[config.mk]
export PLATFORM = sky130hd
export DESIGN_NAME = antisat_keyed_lock
export DESIGN_NICKNAME = d
export VERILOG_FILES = /design/src/rtl/antisat_pkg.sv /design/src/rtl/antisat_core.sv /design/src/rtl/antisat_keyed_lock.sv
export SDC_FILE = /design/constraint.sdc
export NUM_CORES = 1
export LEC_CHECK = 0
export CAP_MARGIN = 0
export CORE_ASPECT_RATIO = 0.9
export CORE_MARGIN = 3
export CORE_UTILIZATION = 32
export CTS_CLUSTER_DIAMETER = 150
export DETAILED_ROUTE_END_ITERATION = 6
export MAX_ROUTING_LAYER = met4
export SLEW_MARGIN = 15
export SYNTH_ARGS = -nofsm -noshare
export SYNTH_HDL_FRONTEND = slang
export SYNTH_SLANG_ARGS = --single-unit
[constraint.sdc]
create_clock -name clk -period 4.5 [get_ports clk]
set_input_delay 1.35 -clock clk [delete_from_list [all_inputs] [get_ports clk]]
set_output_delay 1.35 -clock clk [all_outputs]
set_load 0.01 [all_outputs]
[src/rtl/antisat_pkg.sv]
// Shared types and helpers for the Anti-SAT keyed output lock.
// The key register holds k_l in its low half and k_r in its high half.
package antisat_pkg;

    typedef enum logic [1:0] {
        IDLE  = 2'd0,
        LOAD  = 2'd1,
        ARMED = 2'd2
    } state_t;

    // Widest supported tap count; key_split works on a zero-padded key of twice this width.
    localparam int HALF_MAX_W = 32;
    localparam int KEY_MAX_W  = 2 * HALF_MAX_W;

    typedef struct packed {
        logic [HALF_MAX_W-1:0] k_r;
        logic [HALF_MAX_W-1:0] k_l;
    } key_halves_t;

    function automatic int key_width(input int in_w);
        return 2 * in_w;
    endfunction

    function automatic int idx_width(input int key_w);
        return $clog2(key_w + 1);
    endfunction

    function automatic key_halves_t key_split(input logic [KEY_MAX_W-1:0] key, input int in_w);
        key_halves_t h;
        h = '0;
        for (int i = 0; i < HALF_MAX_W; i++) begin
            if (i < in_w) begin
                h.k_l[i] = key[i];
                h.k_r[i] = key[i + in_w];
            end
        end
        return h;
    endfunction

endpackage

[src/rtl/antisat_core.sv]
// Combinational Anti-SAT block: flip fires only when the taps match ~k_l
// and differ from ~k_r, so any key with k_l == k_r never flips.
module antisat_core #(
    parameter int IN_W = 3
) (
    input  logic [IN_W-1:0] tap_in,
    input  logic [IN_W-1:0] k_l,
    input  logic [IN_W-1:0] k_r,
    output logic            g,
    output logic            gb,
    output logic            flip
);

    assign g    = &(tap_in ^ k_l);
    assign gb   = ~&(tap_in ^ k_r);
    assign flip = g & gb;

endmodule

[src/rtl/antisat_keyed_lock.sv]
// Keyed Anti-SAT output lock: serial key loader, Anti-SAT core, output
// blanking/inversion stage and a saturating counter of armed flip cycles.
module antisat_keyed_lock
    import antisat_pkg::*;
#(
    parameter int IN_W    = 3,
    parameter int OUT_W   = 7,
    parameter int REG_OUT = 1,
    parameter int CNT_W   = 8
) (
    input  logic             clk,
    input  logic             rst,
    input  logic             key_in,
    input  logic             key_valid,
    output logic             key_ready,
    input  logic             key_clear,
    input  logic [IN_W-1:0]  tap_in,
    input  logic [OUT_W-1:0] func_in,
    output logic [OUT_W-1:0] func_out,
    output logic             armed,
    output logic [CNT_W-1:0] flip_cnt
);

    localparam int KEY_W = key_width(IN_W);
    localparam int IDX_W = idx_width(KEY_W);

    state_t            state_q;
    logic [KEY_W-1:0]  key_q;
    logic [IDX_W-1:0]  idx_q;
    logic              armed_q;
    logic [CNT_W-1:0]  flip_cnt_q;

    logic [IN_W-1:0]   k_l;
    logic [IN_W-1:0]   k_r;
    logic              core_g;
    logic              core_gb;
    logic              flip;
    logic              accept;
    logic [OUT_W-1:0]  func_d;

    assign key_ready = (state_q != ARMED);
    assign accept    = key_valid & key_ready;

    assign k_l = IN_W'(key_split(KEY_MAX_W'(key_q), IN_W));
    assign k_r = IN_W'(key_split(KEY_MAX_W'(key_q), IN_W) >> HALF_MAX_W);

    antisat_core #(.IN_W(IN_W)) u_core (
        .tap_in (tap_in),
        .k_l    (k_l),
        .k_r    (k_r),
        .g      (core_g),
        .gb     (core_gb),
        .flip   (flip)
    );

    always_ff @(posedge clk) begin
        // NOTE: state registers take non-blocking assignments; key_clear shares the reset path so it beats a same-cycle accept.
        if (rst || key_clear) begin
            state_q <= IDLE;
            key_q   <= '0;
            idx_q   <= '0;
            armed_q <= 1'b0;
        end else begin
            case (state_q)
                IDLE, LOAD: begin
                    if (accept) begin
                        key_q[idx_q] <= key_in;
                        idx_q        <= idx_q + IDX_W'(1);
                        if (idx_q == IDX_W'(KEY_W - 1)) begin
                            state_q <= ARMED;
                            armed_q <= 1'b1;
                        end else begin
                            state_q <= LOAD;
                        end
                    end
                end
                default: ;
            endcase
        end
    end

    always_comb begin
        // NOTE: default first so every path assigns func_d and no latch is inferred.
        func_d = '0;
        if (armed_q) begin
            func_d = func_in ^ {OUT_W{flip}};
        end
    end

    if (REG_OUT != 0) begin : g_reg_out
        logic [OUT_W-1:0] func_q;
        always_ff @(posedge clk) begin
            if (rst) func_q <= '0;
            else     func_q <= func_d;
        end
        assign func_out = func_q;
    end else begin : g_comb_out
        assign func_out = func_d;
    end

    // Counted from the raw core terms; their AND is the flip that drives the outputs.
    always_ff @(posedge clk) begin
        if (rst || key_clear) begin
            flip_cnt_q <= '0;
        end else if (armed_q && core_g && core_gb && (flip_cnt_q != '1)) begin
            flip_cnt_q <= flip_cnt_q + CNT_W'(1);
        end
    end

    assign armed    = armed_q;
    assign flip_cnt = flip_cnt_q;

endmodule

-- Word-level counts from Yosys, hierarchy flattened
Index checks and enable logic that the tools add are counted.
- ROM bits: 0
- memories kept: 0
- flip-flop bits (word level): 27
- latch bits: 0
- RAM bits: 0
- bits of input ports: 15
- output and inout port bits: 17
- eq/ne operators: 4
- multiply operators: 0
- add/subtract/negate cells: 2
- bitwise logic cells: 6
- div/mod/pow operators: 0
- reduce and logical (&&, ||, !) cells: 13
- shift operators: 0
- magnitude comparators: 2
- multiplexer cells: 4
- operator list (kind ; number):
    3-bit AND reduction ; 3
    8-bit by 1-bit adder with 8-bit output (second input constant) ; 1
    8-bit inequality test (second input constant) ; 1
    7-bit XOR ; 1
    6-bit bitwise mux ; 1
    3-bit XOR ; 2
    1-bit logical AND ; 4
    3-bit by 4-bit less-than comparator with 1-bit output (second input constant) ; 1
    2-bit OR reduction ; 2
    3-bit by 1-bit adder with 3-bit output (second input constant) ; 1
    1-bit demux with 3-bit select ; 1
    3-bit equality test (second input constant) ; 1
    3-bit by 1-bit greater-or-equal comparator with 1-bit output (second input constant) ; 1
    1-bit bitwise AND ; 2
    2-bit by 1-bit equality test with 1-bit output (second input constant) ; 1
    2-bit logical NOT ; 1
    2-bit two-way mux ; 1
    2-bit inequality test (second input constant) ; 1
    2-bit AND reduction ; 1
    1-bit logical NOT ; 1
    1-bit logical OR ; 1
    1-bit two-way mux ; 1
    1-bit inverter ; 1

-- Logic depth before layout (Yosys ltp)
- depth in word-level cells: 5
- depth in mapped cells: 6

-- By module
Synthesis repeated with hierarchy kept, for this count alone.
- cell total of the unflattened synthesis: 133
- area, all modules: 1216.2 µm²
- by module, submodules not included (module ; instances ; area each (µm²) ; sequential area each (µm²) ; cells each):
    antisat_keyed_lock ; 1 ; 1142.3 ; 540.5 ; 124
    antisat_core ; 1 ; 73.8 ; 0.0 ; 9

-- Worst setup path after synthesis
No wires, ideal clock.
- kind: input -> register
- start: input port tap_in[2]
- end: register flip_cnt_q[4] (netlist: flip_cnt[4])
- data arrival time: 2.532 ns
- setup slack: 1.897 ns
- cell stages on the path: 6
- buffers on the path: 1
- required time: 4.429 ns
- library setup time: 0.071 ns
- cells stage by stage: xnor2_1 nor3_2 or2_1 buf_6 or4_1 a21oi_1
- cells in the longest elaborated chain, start to end: 5
- elaborated cells on any way between the ends: 8
- classes of those cells: 2 x bitwise; 6 x reduce/logical
- ends and longest elaborated chain (what ; RTL line ; text):
    start: declaration ; antisat_keyed_lock.sv:17 ; input logic [IN_W-1:0] tap_in,
    3-bit XOR, on equally long branches ; antisat_core.sv:14, antisat_core.sv:15 ;
    3-bit AND reduction, on equally long branches ; antisat_core.sv:14, antisat_core.sv:15 ;
    1-bit logical AND or 1-bit logical NOT (tied branches) ; antisat_keyed_lock.sv:105, antisat_core.sv:15 ;
    1-bit logical AND * (2 in a row) ; antisat_keyed_lock.sv:105 ; end else if (armed_q && core_g && core_gb && (flip_cnt_q != '1)) begin
    end signal: assignment ; antisat_keyed_lock.sv:106 ; flip_cnt_q <= flip_cnt_q + CNT_W'(1);
    end: declaration ; antisat_keyed_lock.sv:31 ; logic [CNT_W-1:0] flip_cnt_q;
Every way passes the cells marked *; elsewhere a longest branch is shown, timed or not.
A chain may end at the register's enable or synchronous reset.

-- Worst setup path in the final report
Ends and elaborated chain as after synthesis.

==> results_dict.tcl <==
set metrics [dict create \
    status "completed" \
    fin_crit_ps 2910 \
    drv_cap 0 \
    synth-async-reset-ratio 0 \
    hold_viol_final 0 \
    vdd_drop_max_uv 157 \
    hp-class "reg2reg" \
    path_buf_inv 1 \
    ys_seq_area_frac 0.432 \
    critPathKind "in2reg" \
    cts_made_buffers 3 \
    grtUsageTotal 0.124 \
    drc 0 \
    crit_start "tap_in[2]" \
    synth_top_family_by_area "simple AND/OR/NAND/NOR gates" \
    arrival_ps 3120 \
    worstPathRequired_ps 4710 \
    synthToLayoutAreaGrowth_pct 30.6 \
    cts_tree "done" \
    ys_seq_elements 27 \
    initial_core_util 0.352 \
    grt_first_pass_wirelength_um 4450 \
    r2r_end "flip_cnt[4]" \
    synthCells 140 \
    clkSlewWorstSetupHoldPaths_ps 90 \
    dr_total_vias 1058 \
    fmax_mhz 344 \
    antenna_found_initial 0 \
    cts_resized 0 \
    endpoint_kind "register" \
    fin_hold_ws_ps 507 \
    rsz0062_at_grt "false" \
    synthesis.nets 158 \
    core_area_um2 3550 \
    hp-start "state_q[0]" \
    hold_depth 2 \
    powerDensity_nw_per_um2 257 \
    crit_path_top_delay_cell "or4_1" \
    synth_edf_count 0 \
    dieArea_um2 4700 \
    synth_flop_cell "dfxtp_1" \
    fin_crit_sh 0.646 \
    diodes 0 \
    worst_slew_pin_slew_ps 468 \
    post_cts_buffers 0 \
    seq_area_um2 541 \
    fin_skew_ps 2.61 \
    clkLatencyLatePin_ps 270 \
    startpoint_type "input port" \
    synthSimpleGateAreaFrac 0.267 \
    drv_slew 0 \
    reg2reg_depth 5 \
    final_nets 188 \
    clock_sink_count 27 \
    cp_top_family "simple AND/OR/NAND/NOR gates" \
    fin_util 0.460 \
    drtAntennaViolNets 0 \
    place.gp.congestion 0.856 \
    cp_slowest_stage_delay_ps 520 \
    synth-compound-area-share 0.0879 \
    grt_max_degree 17 \
    routed_wirelength_um 2650 \
    fill_cells 352 \
    avgSynthCellArea_um2 8.95 \
    routedWlPerCell_um 12.4 \
    synth_xor_xnor_area_share 0.105 \
    cts-root-buf "clkbuf_8" \
    whs_endpoint "state_q[0]" \
    die_w_um 71.9 \
    dpl.hpwl_um 2050 \
    synthAdderAreaFrac 0.0300 \
    yosys-mux-area-fraction 0.0480 \
    netlist_area_um2 1250 \
    rrSetupSlack_ps 2830 \
    vias_per_cell 4.97 \
    drive_gt1_frac 0.0414 \
    setup_viol 0 \
    clockBufferDepth 2 \
    timing.rr.start "key_q[2]" \
    cts_htree_levels 1 \
    cp_max_fo 9 \
    ys_warn_count 0 \
    top_level_ports 32 \
    die_h_um 65.4 \
    ys_types 36 \
    multi_input_area_um2 673 \
    fin_tns_setup_ps 0 \
    totalPowerFinal_mw 0.420 \
    crit_chain "clkdlybuf4s50_1, xor2_1, nand3_1, or2_1, or4_1, a21oi_1" \
    grt.overflow.total 0 \
    ctsHoldBuffers 0 \
    dpl.cell_count 209 \
    drt_first_pass_iters 4 \
    grt_pass1_vias 981 \
    leakage_nw 0.579 \
    port-buffer-count 31 \
    slew-limit-headroom 0.688 \
    finalNonFillerCells 213 \
    drtIter0Drc 104 \
    placementRows 20 \
]
==> cells in the mapped netlist (all sizes together), types with 3 or more instances <==
cell type	number	share of area
nor2	23	0.069
a21oi	5	0.020
nand2b	4	0.020
dfxtp	27	0.43
nand3	3	0.012
o21ai	3	0.012
or3	3	0.015
clkbuf	5	0.015
and3	4	0.020
nor3	5	0.024
xor2	4	0.028
ha	3	0.030
nand2	5	0.015
xnor2	11	0.077
mux2i	6	0.048
nand4	5	0.025
==> metrics by stage <==
stage | cell area [µm²] | setup slack [ps]
detailed placement | 1590 | 1310
global placement | 1590 | 1370
CTS | 1640 | 1590
finish | 1640 | 1590
floorplan | 1250 | 1900
global route | 1640 | 1520
==> placed cells by master, fill, tap and decap left out, types with 2 or more instances in the layout <==
cell type	n
clkdlybuf4s50_1	31
dfxtp_1	27
a21oi_1	5
nand4_1	5
nand2_1	5
or4_1	2
xnor2_1	11
mux2i_1	6
and2_1	2
nor3_1	4
a41oi_1	2
nor2_1	23
nand2b_1	4
o21ai_0	3
or3_1	3
nor2b_1	2
xor2_1	4
o31ai_1	2
clkbuf_8	3
nand3_1	3
ha_1	3
and3_1	4
==> worst register-to-register path, cell delays in order (launching register included) <==
cell,delay (ps)
dfxtp_1,360
xor2_1,160
nand3_1,100
or2_1,320
or4_1,520
a21oi_1,140
==> power breakdown <==
part	internal (mW)	leakage [nW]	switching, mW
combinational	0.0221	0.338	0.0178
clock	0.0635	0.0228	0.0742
sequential	0.240	0.218	0.00206
==> metal layers <==
layer	global-route usage	up-vias	routed length (µm)
met5	-	-	0
met4	0.0352	0	30
met3	0.0382	5	126
met2	0.196	23	1280
met1	0.152	484	1210
li1	-	546	-
==> worst max-delay path by stage <==
stage | endpoint | slack [ps] | depth (start not counted)
2_1_floorplan | flip_cnt[4] | 1900 | 6
3_3_place_gp | flip_cnt[4] | 1370 | 6
3_5_place_dp | flip_cnt[4] | 1310 | 6
4_1_cts | flip_cnt[4] | 1590 | 6
5_1_grt | key_q[5] | 1520 | 6
6_report | flip_cnt[4] | 1590 | 6
==> cells by family after synthesis <==
group | after synthesis
fa+ha+maj | 3
xor+xnor | 15
flops | 27
mux | 6
buf+inv | 8
simple gates | 64
compound gates | 17
==> state kept, by name, summed over array words and instances (netlist names) <==
name	cells
flip_cnt	8
armed	1
idx_q	3
state_q	2
func_out	7
key_q	6
==> final cells by class <==
class	instances	share of cell area
inverter	1	0.00230
multi-input combinational	105	0.412
clock buffer	4	0.0275
timing repair buffer	32	0.194
sequential	27	0.331
tap	44	0.0337
Power figures use the tool's default switching activity.
